`src/rtl/mux_sched_pkg.sv`:
```
// Shared types for the 4-lane round-robin mux scheduler.
package mux_sched_pkg;
  localparam int NREQ  = 4;
  localparam int IDX_W = 2;

  typedef logic [IDX_W-1:0] idx_t;

  typedef enum logic {
    IDLE  = 1'b0,
    GRANT = 1'b1
  } sched_state_t;

  function automatic logic [NREQ-1:0] onehot(input idx_t i);
    logic [NREQ-1:0] r;
    r    = '0;
    r[i] = 1'b1;
    return r;
  endfunction
endpackage

```
`src/rtl/rr_pick4.sv`:
```
// Rotating-priority picker: first asserted request scanning ptr, ptr+1, ... mod 4.
module rr_pick4
  import mux_sched_pkg::*;
(
  input  logic [NREQ-1:0] req,
  input  idx_t            ptr,
  output logic            any,
  output idx_t            idx
);

  always_comb begin
    any = |req;
    idx = ptr;
    // Walk from the lowest priority upward so the closest lane to ptr wins last.
    for (int k = NREQ - 1; k >= 0; k--) begin
      if (req[ptr + idx_t'(k)]) idx = ptr + idx_t'(k);
    end
  end

endmodule

```
`src/rtl/mux4_rr_sched.sv`:
```
// Round-robin owner of the shared 4:1 mux: grants one lane, drives the select,
// and registers the selected lane onto z behind a valid/ready output stage.
module mux4_rr_sched
  import mux_sched_pkg::*;
#(
  parameter int DW       = 1,
  parameter int MAX_HOLD = 8
) (
  input  logic               clk,
  input  logic               rst_n,
  input  logic [NREQ-1:0]    req,
  input  logic [NREQ*DW-1:0] c,
  input  logic               out_ready,
  output logic [NREQ-1:0]    gnt,
  output idx_t               s,
  output logic [DW-1:0]      z,
  output logic               out_valid
);

  localparam int            HW        = $clog2(MAX_HOLD) + 1;
  localparam logic [HW-1:0] HOLD_LAST = HW'(MAX_HOLD - 1);

  sched_state_t    state_q, state_d;
  logic [NREQ-1:0] gnt_q, gnt_d;
  idx_t            s_q, s_d;
  logic [DW-1:0]   z_q, z_d;
  logic            ov_q, ov_d;
  logic [HW-1:0]   hold_q, hold_d;
  idx_t            ptr_q, ptr_d;

  logic [DW-1:0]   lane [NREQ];
  idx_t            pick_ptr;
  idx_t            pick_idx;
  logic            pick_any;
  logic            beat, load, release_now;

  always_comb begin
    for (int i = 0; i < NREQ; i++) lane[i] = c[i*DW +: DW];
  end

  // While granted, the picker already looks from the lane after s so a release
  // can re-grant in the same cycle with the rotated priority.
  assign pick_ptr = (state_q == GRANT) ? s_q + idx_t'(1) : ptr_q;

  rr_pick4 u_pick (
    .req (req),
    .ptr (pick_ptr),
    .any (pick_any),
    .idx (pick_idx)
  );

  assign beat        = ov_q && out_ready;
  assign load        = !ov_q || out_ready;
  assign release_now = (beat && (hold_q == HOLD_LAST)) || (!req[s_q] && load);

  always_comb begin
    state_d = state_q;
    gnt_d   = gnt_q;
    s_d     = s_q;
    z_d     = z_q;
    ov_d    = ov_q;
    hold_d  = hold_q;
    ptr_d   = ptr_q;
    unique case (state_q)
      IDLE: begin
        if (pick_any) begin
          gnt_d   = onehot(pick_idx);
          s_d     = pick_idx;
          hold_d  = '0;
          state_d = GRANT;
        end
      end
      GRANT: begin
        if (release_now) begin
          ov_d   = 1'b0;
          ptr_d  = pick_ptr;
          hold_d = '0;
          // A sole requester still asserting is picked again at once.
          if (pick_any) begin
            gnt_d = onehot(pick_idx);
            s_d   = pick_idx;
          end else begin
            gnt_d   = '0;
            state_d = IDLE;
          end
        end else begin
          if (load) begin
            ov_d = req[s_q];
            z_d  = lane[s_q];
          end
          if (beat) hold_d = hold_q + 1'b1;
        end
      end
      default: state_d = IDLE;
    endcase
  end

  always_ff @(posedge clk or negedge rst_n) begin
    if (!rst_n) begin
      state_q <= IDLE;
      gnt_q   <= '0;
      s_q     <= '0;
      z_q     <= '0;
      ov_q    <= 1'b0;
      hold_q  <= '0;
      ptr_q   <= '0;
    end else begin
      state_q <= state_d;
      gnt_q   <= gnt_d;
      s_q     <= s_d;
      z_q     <= z_d;
      ov_q    <= ov_d;
      hold_q  <= hold_d;
      ptr_q   <= ptr_d;
    end
  end

  assign gnt       = gnt_q;
  assign s         = s_q;
  assign z         = z_q;
  assign out_valid = ov_q;

endmodule
```
`config.mk`:
```
export PLATFORM = sky130hd
export DESIGN_NAME = mux4_rr_sched
export DESIGN_NICKNAME = d
export VERILOG_FILES = /design/src/rtl/mux_sched_pkg.sv /design/src/rtl/rr_pick4.sv /design/src/rtl/mux4_rr_sched.sv
export SDC_FILE = /design/constraint.sdc
export NUM_CORES = 1
export LEC_CHECK = 0
export BUFFER_PORTS_ARGS = -buffer_cell sky130_fd_sc_hd__buf_2
export CAP_MARGIN = 20
export CORE_ASPECT_RATIO = 0.7
export CORE_MARGIN = 3
export CORE_UTILIZATION = 40
export DETAILED_ROUTE_END_ITERATION = 10
export GPL_TIMING_DRIVEN = 0
export RECOVER_POWER = 100
export SYNTH_ARGS = -nofsm -noshare
export SYNTH_HDL_FRONTEND = slang
export SYNTH_HIERARCHICAL = 1
export SYNTH_SLANG_ARGS = --single-unit
```
`constraint.sdc`:
```
create_clock -name clk -period 2.47 [get_ports clk]
set_input_delay 0.494 -clock clk [delete_from_list [all_inputs] [get_ports clk]]
set_output_delay 0.494 -clock clk [all_outputs]
set_load 0.005 [all_outputs]
```
# [Yosys cells after proc, flatten, opt, wreduce, memory -nomap -nowiden]
# Index checks and enable logic that the tools add are counted.
[totals] register_bits=15 elab_cells=78 output_inout_bits=8
[classes] muxes=36 n_eq_ne=4 bitwise_logic=3 add_sub_neg=5 reduce_logical=15 order_cmp=8
[op_table] op="$mux 4" n=6
[op_table] op="$lt 2x3->1 const B" n=6
[op_table] op="$pmux 4 s2" n=2
[op_table] op="$mux 2" n=7
[op_table] op="$bmux 1 s2" n=6
[op_table] op="$mux 1" n=12
[op_table] op="$reduce_and 2->1" n=4
[op_table] op="$add 2x1->2 const B" n=2
[op_table] op="$add 2x2->2 const B" n=2
[op_table] op="$add 4x1->4 const B" n=1
[op_table] op="$eq 4x3->1 const B" n=1
[op_table] op="$logic_and 1x1->1" n=4
[op_table] op="$pmux 2 s2" n=1
[op_table] op="$reduce_or 4->1" n=1
[op_table] op="$ge 3x3->1 const B" n=1
[op_table] op="$ne 3x1->1 const B" n=1
[op_table] op="$not 2->3" n=1
[op_table] op="$reduce_and 3->1" n=1
[op_table] op="$demux 1 s2" n=1
[op_table] op="$ge 2x1->1 const B" n=1
[op_table] op="$logic_not 1->1" n=2
[op_table] op="$logic_or 1x1->1" n=2
[op_table] op="$ne 2x1->1 const B" n=1
[op_table] op="$ne 2x2->1 const B" n=1
[op_table] op="3 further kinds" n=4

# [Depth between registers and ports, before layout]
[logic_depth] word_depth=16 depth_mapped=8 ltp_nobuf=7

# [Hierarchy]
# Netlist, hierarchy kept.
[modules_own_cells] module="mux4_rr_sched" cells_per_inst=72 instances=1 area_each_um2=864.6
[modules_own_cells] module="rr_pick4" cells_per_inst=16 instances=1 area_each_um2=100.1

# [Least setup slack after synthesis]
# OpenSTA, ideal clock, no wires.
[synth_timing] path_kind="register -> register" start="register s_q[0], in the netlist s[0]" end="register gnt_q[0], in the netlist gnt[0]" stages_incl_launch_ff=9 synth_period_minus_slack_ns=1.850 required_ns=2.343 setup_ns=0.127 arrival_time_ns=1.723 path_slack_ns=0.620 cell_sequence="dfrtp_1 > buf_6 > xnor2_1 > a21oi_1 > and3b_1 > or4_1 > nand2_1 > or2_2 > o2bb2ai_1"
[synth_via] elab_chain_len=16
[synth_rtl] item="start: declaration" line_no="mux4_rr_sched.sv:25" source="idx_t s_q, s_d;"
[synth_rtl] item="start signal: assignment" line_no="mux4_rr_sched.sv:102" source="s_q <= '0;"
[synth_rtl] item="start signal: assignment" line_no="mux4_rr_sched.sv:110" source="s_q <= s_d;"
[synth_rtl] item="$add 2x1->2 *" line_no="mux4_rr_sched.sv:43" source="assign pick_ptr = (state_q == GRANT) ? s_q + idx_t'(1) : ptr_q;"
[synth_rtl] item="$mux 2 *" line_no="mux4_rr_sched.sv:43"
[synth_rtl] item="named net pick_ptr[1]" line_no="mux4_rr_sched.sv:32" source="idx_t pick_ptr;"
[synth_rtl] item="$add 2x2->2" line_no="rr_pick4.sv:16" source="if (req[ptr + idx_t'(k)]) idx = ptr + idx_t'(k);"
[synth_rtl] item="$bmux 1 s2" line_no="rr_pick4.sv:16"
[synth_rtl] item="$mux 1 (not written as such)" line_no="rr_pick4.sv:16"
[synth_rtl] item="$mux 2 (3 in series)" line_no="rr_pick4.sv:16"
[synth_rtl] item="$mux 2 *" line_no="rr_pick4.sv:16"
[synth_rtl] item="named net pick_idx[1]" line_no="mux4_rr_sched.sv:33" source="idx_t pick_idx;"
[synth_rtl] item="$lt 2x3->1 (not written as such) / $ge 2x1->1 (equally long branches)" line_no="mux_sched_pkg.sv:16" source="r[i] = 1'b1;"
[synth_rtl] item="$logic_and 1x1->1 (not written as such)" line_no="mux_sched_pkg.sv:16"
[synth_rtl] item="$mux 1 (not written as such)" line_no="mux_sched_pkg.sv:16"
[synth_rtl] item="$demux 1 s2 *" line_no="mux_sched_pkg.sv:16"
[synth_rtl] item="$mux 4" line_no="mux4_rr_sched.sv:79" source="if (pick_any) begin"
[synth_rtl] item="$mux 4" line_no="mux4_rr_sched.sv:74" source="if (release_now) begin"
[synth_rtl] item="$pmux 4 s2 *" line_no="mux4_rr_sched.sv:64" source="unique case (state_q)"
[synth_rtl] item="end signal: assignment" line_no="mux4_rr_sched.sv:109" source="gnt_q <= gnt_d;"
[synth_rtl] item="end: declaration" line_no="mux4_rr_sched.sv:24" source="logic [NREQ-1:0] gnt_q, gnt_d;"
# Mark *: on every way through the listed nets, which the timed path passes. The rest lies on a longest branch. The select of a mux whose other input is x is not followed.
# A chain may end at the register's enable or synchronous reset.

# [Worst setup path in the final report]
[layout_timing] start="register s_q[0], in the netlist s[0]" end="register s_q[0], in the netlist s[0]"
[layout_via] elab_chain_len=12
[layout_rtl] item="$add 2x1->2" line_no="mux4_rr_sched.sv:43"
[layout_rtl] item="$mux 2" line_no="mux4_rr_sched.sv:43"
[layout_rtl] item="$add 2x2->2" line_no="rr_pick4.sv:16"
[layout_rtl] item="$bmux 1 s2" line_no="rr_pick4.sv:16"
[layout_rtl] item="$mux 1 (not written as such)" line_no="rr_pick4.sv:16"
[layout_rtl] item="$mux 2 (4 in series)" line_no="rr_pick4.sv:16"
[layout_rtl] item="$mux 2" line_no="mux4_rr_sched.sv:66, mux4_rr_sched.sv:79"
[layout_rtl] item="$mux 2" line_no="mux4_rr_sched.sv:74"
[layout_rtl] item="$pmux 2 s2" line_no="mux4_rr_sched.sv:64"
# Several ways; a longest one is shown, not always the timed one. The select of a mux whose other input is x is not followed.

==> out/results.ini <==
[clock_tree]
post_cts_buffers=0
hold_buffers=0
root_buffer=clkbuf_4
cts_buffers=3
clk_latency_ns=0.30
tritoncts=built
clock_path_buffers=2
post_cts_resized=0
clock-sinks=15
clk_pin_slew_ns=0.10
cts-htree-levels=1

[die]
core_um2=2220
start_util_pct=43.4
ioPinCount=19
die_w_um=64.7
fp.dieArea_um2=3050
die_y_um=47.1
std_cell_rows=14

[synthesis]
synth_cell_type_count=42
synth_edf_count=0
synth_fp_nets=100
synthArstFlopShare_pct=100
synth-simple-area-share_pct=19.6
yosys_warnings=6
netlist_instances=88
synth_mux_area_share_pct=11.7
synth_area_per_cell_um2=11.0
synth_seq_cells=15
synth_area_um2=965
yosysSeqAreaShare_pct=38.9
synth_xor_area_share_pct=0.908
synthAdderAreaFrac_pct=1.30
synth_top_family_by_area=compound AO/OA/AOI/OAI gates
synth_compound_area_share_pct=24.4
synth_ff_type=dfrtp_1

[route]
met2WireLength_um=933
ant_nets=0
via_per_inst=5.41
drt-met1-wl_um=969
routed_wl_mm=2.05
vias=768
top_layer=met4
drtIter0Drc=14
drt_pass1_iterations=4
wl_per_cell_um=14.4
wl_met3_um=131
drc_errors=0

[sta]
finalSetupViolCount=0
finalHoldViolCount=0
max_slew_margin_pct=44.5
rsz0062_at_grt=false
fin_skew_ns=0.0118
tightest_slew_ns=0.832
maxSlewViolCount=0
tns_ns=0
min_period_ns=2.18
fin_crit_sh_pct=88.1
fmax_mhz=460

[layout]
finalInstanceArea_um2=1090
nNetsFinal=123
fill_cells=221
final_cell_mix=dfrtp_1 (15), buf_2 (12), nor2_1 (6), clkbuf_1 (6), nand2_1 (5)
syn_to_final_growth_pct=12.7
multi_input_area_um2=528
final_common_cell=dfrtp_1
antenna_cells=0
seqCellArea_um2=375
final_util_pct=48.9
drive_gt1_share_pct=30.0

[setup_path]
criticalPathCategory=reg -> reg
cp-start-kind=flop
cp.required_ns=2.67
critPathMaxFanout=8
crit_path_end_kind=flop
worstPathArrival_ns=2.38

[hold_path]
min_path_type=in -> async

[placement]
gp_congestion=0.740
port_buffers=18
dpl-instance-area_um2=1090
dp_hpwl_mm=1.58

[global_route]
grt_overflow=0
grt_pass1_vias=737
grt_max_degree=16
antenna_found_initial=0
grtUsageTotal_pct=15.4
grt_pass1_wl_mm=3.47

[flow_run]
drv_cap=0

[power_and_ir_drop]
powerDensity_nw_per_um2=1160
ir_drop_uv=438
power.leakage_nw=0.505

[outcome]
run_status=completed

cell usage after synthesis, types with 2 or more instances:
master / instances / area (um2)
o2bb2ai_1: 4 / 35.0
a21oi_1: 2 / 10.0
nand2_1: 5 / 18.8
a22o_2: 2 / 20.0
and2b_2: 2 / 17.5
o32ai_1: 2 / 17.5
nor3_1: 3 / 15.0
nor2_1: 6 / 22.5
mux2i_1: 3 / 30.0
inv_1: 4 / 15.0
nand2b_1: 3 / 18.8
o21ai_0: 4 / 20.0
mux2_4: 3 / 45.0
nand3_1: 2 / 10.0
and2b_1: 2 / 15.0
dfrtp_1: 15 / 375
logic make-up after synthesis:
| kind of cell | count (synthesis) |
|---|---|
| muxes | 8 |
| adders and majority gates | 1 |
| and+or+nand+nor | 33 |
| AOI/OAI and AO/OA | 24 |
| buffers and inverters | 6 |
| xor gates and xnor gates | 1 |
| DFF | 15 |
layer usage:
metal / global-route usage [%] / vias up
met3: 6.22 / 2
met4: 2.52 / 0
met1: 19.6 / 368
li1: - / 379
met2: 25.6 / 19
met5: 0 / -
power by group:
| group | switching (mW) | leakage, nW | internal, mW |
|---|---|---|---|
| registers | 0.0828 | 0.183 | 0.342 |
| clock network | 0.0913 | 0.0139 | 0.0618 |
| logic | 0.345 | 0.308 | 0.341 |
| total | 0.520 | 0.505 | 0.745 |
cell type report:
| class | instances | area share (%) |
|---|---|---|
| Multi-Input combinational cell | 67 | 48.6 |
| Buffer | 2 | 1.50 |
| Tap cell | 32 | 3.68 |
| Clock inverter | 1 | 0.690 |
| Inverter | 4 | 1.38 |
| Sequential cell | 15 | 34.5 |
| Timing Repair Buffer | 18 | 7.59 |
| Clock buffer | 3 | 2.07 |
through the flow:
| step | instances | hold WS [ns] | worst slack [ns] | total power [mW] |
|---|---|---|---|---|
| after CTS | 142 | 0.0904 | 0.408 | 1.33 |
| final | 142 | 0.254 | 0.295 | 1.26 |
| after detailed placement | 138 | 0.427 | 0.421 | 1.17 |
| after global routing | 142 | 0.310 | 0.149 | 1.38 |
| after global placement | 138 | 0.420 | 0.429 | 1.14 |
| after floorplan | 88 | 0.198 | 0.620 | 0.980 |
path summary, 6_finish.rpt:
check | from | end | slack, ns | depth (start not counted)
setup / recovery | s[0]$_DFFE_PN0P_ | s[0]$_DFFE_PN0P_ | 0.29 | 5
hold / removal | rst_n | hold_q[0]$_DFFE_PN0P_ | 0.25 | 1
setup reg to reg | s[0]$_DFFE_PN0P_ | s[0]$_DFFE_PN0P_ | 0.29 | 5
hold reg to reg | gnt[0]$_DFFE_PN0P_ | gnt[0]$_DFFE_PN0P_ | 0.50 | 1
max in group asynchronous | rst_n | hold_q[3]$_DFFE_PN0P_ | 1.70 | 1
min in group clk | gnt[0]$_DFFE_PN0P_ | gnt[0]$_DFFE_PN0P_ | 0.50 | 1
worst max-delay path, stage by stage, from the launching register on:
cell and delay, ns:
dfrtp_1 0.40, buf_6 0.14, mux2_1 0.33, o32ai_2 0.53, o21ai_1 0.31, mux2_4 0.36
state kept, by name, summed over array words and instances, names as in the netlist:
| name | cells |
|---|---|
| gnt | 4 |
| hold_q | 4 |
| out_valid | 1 |
| ptr_q | 2 |
| s | 2 |
| state_q | 1 |
| z | 1 |
No activity file was read; power rests on OpenSTA's default activity.
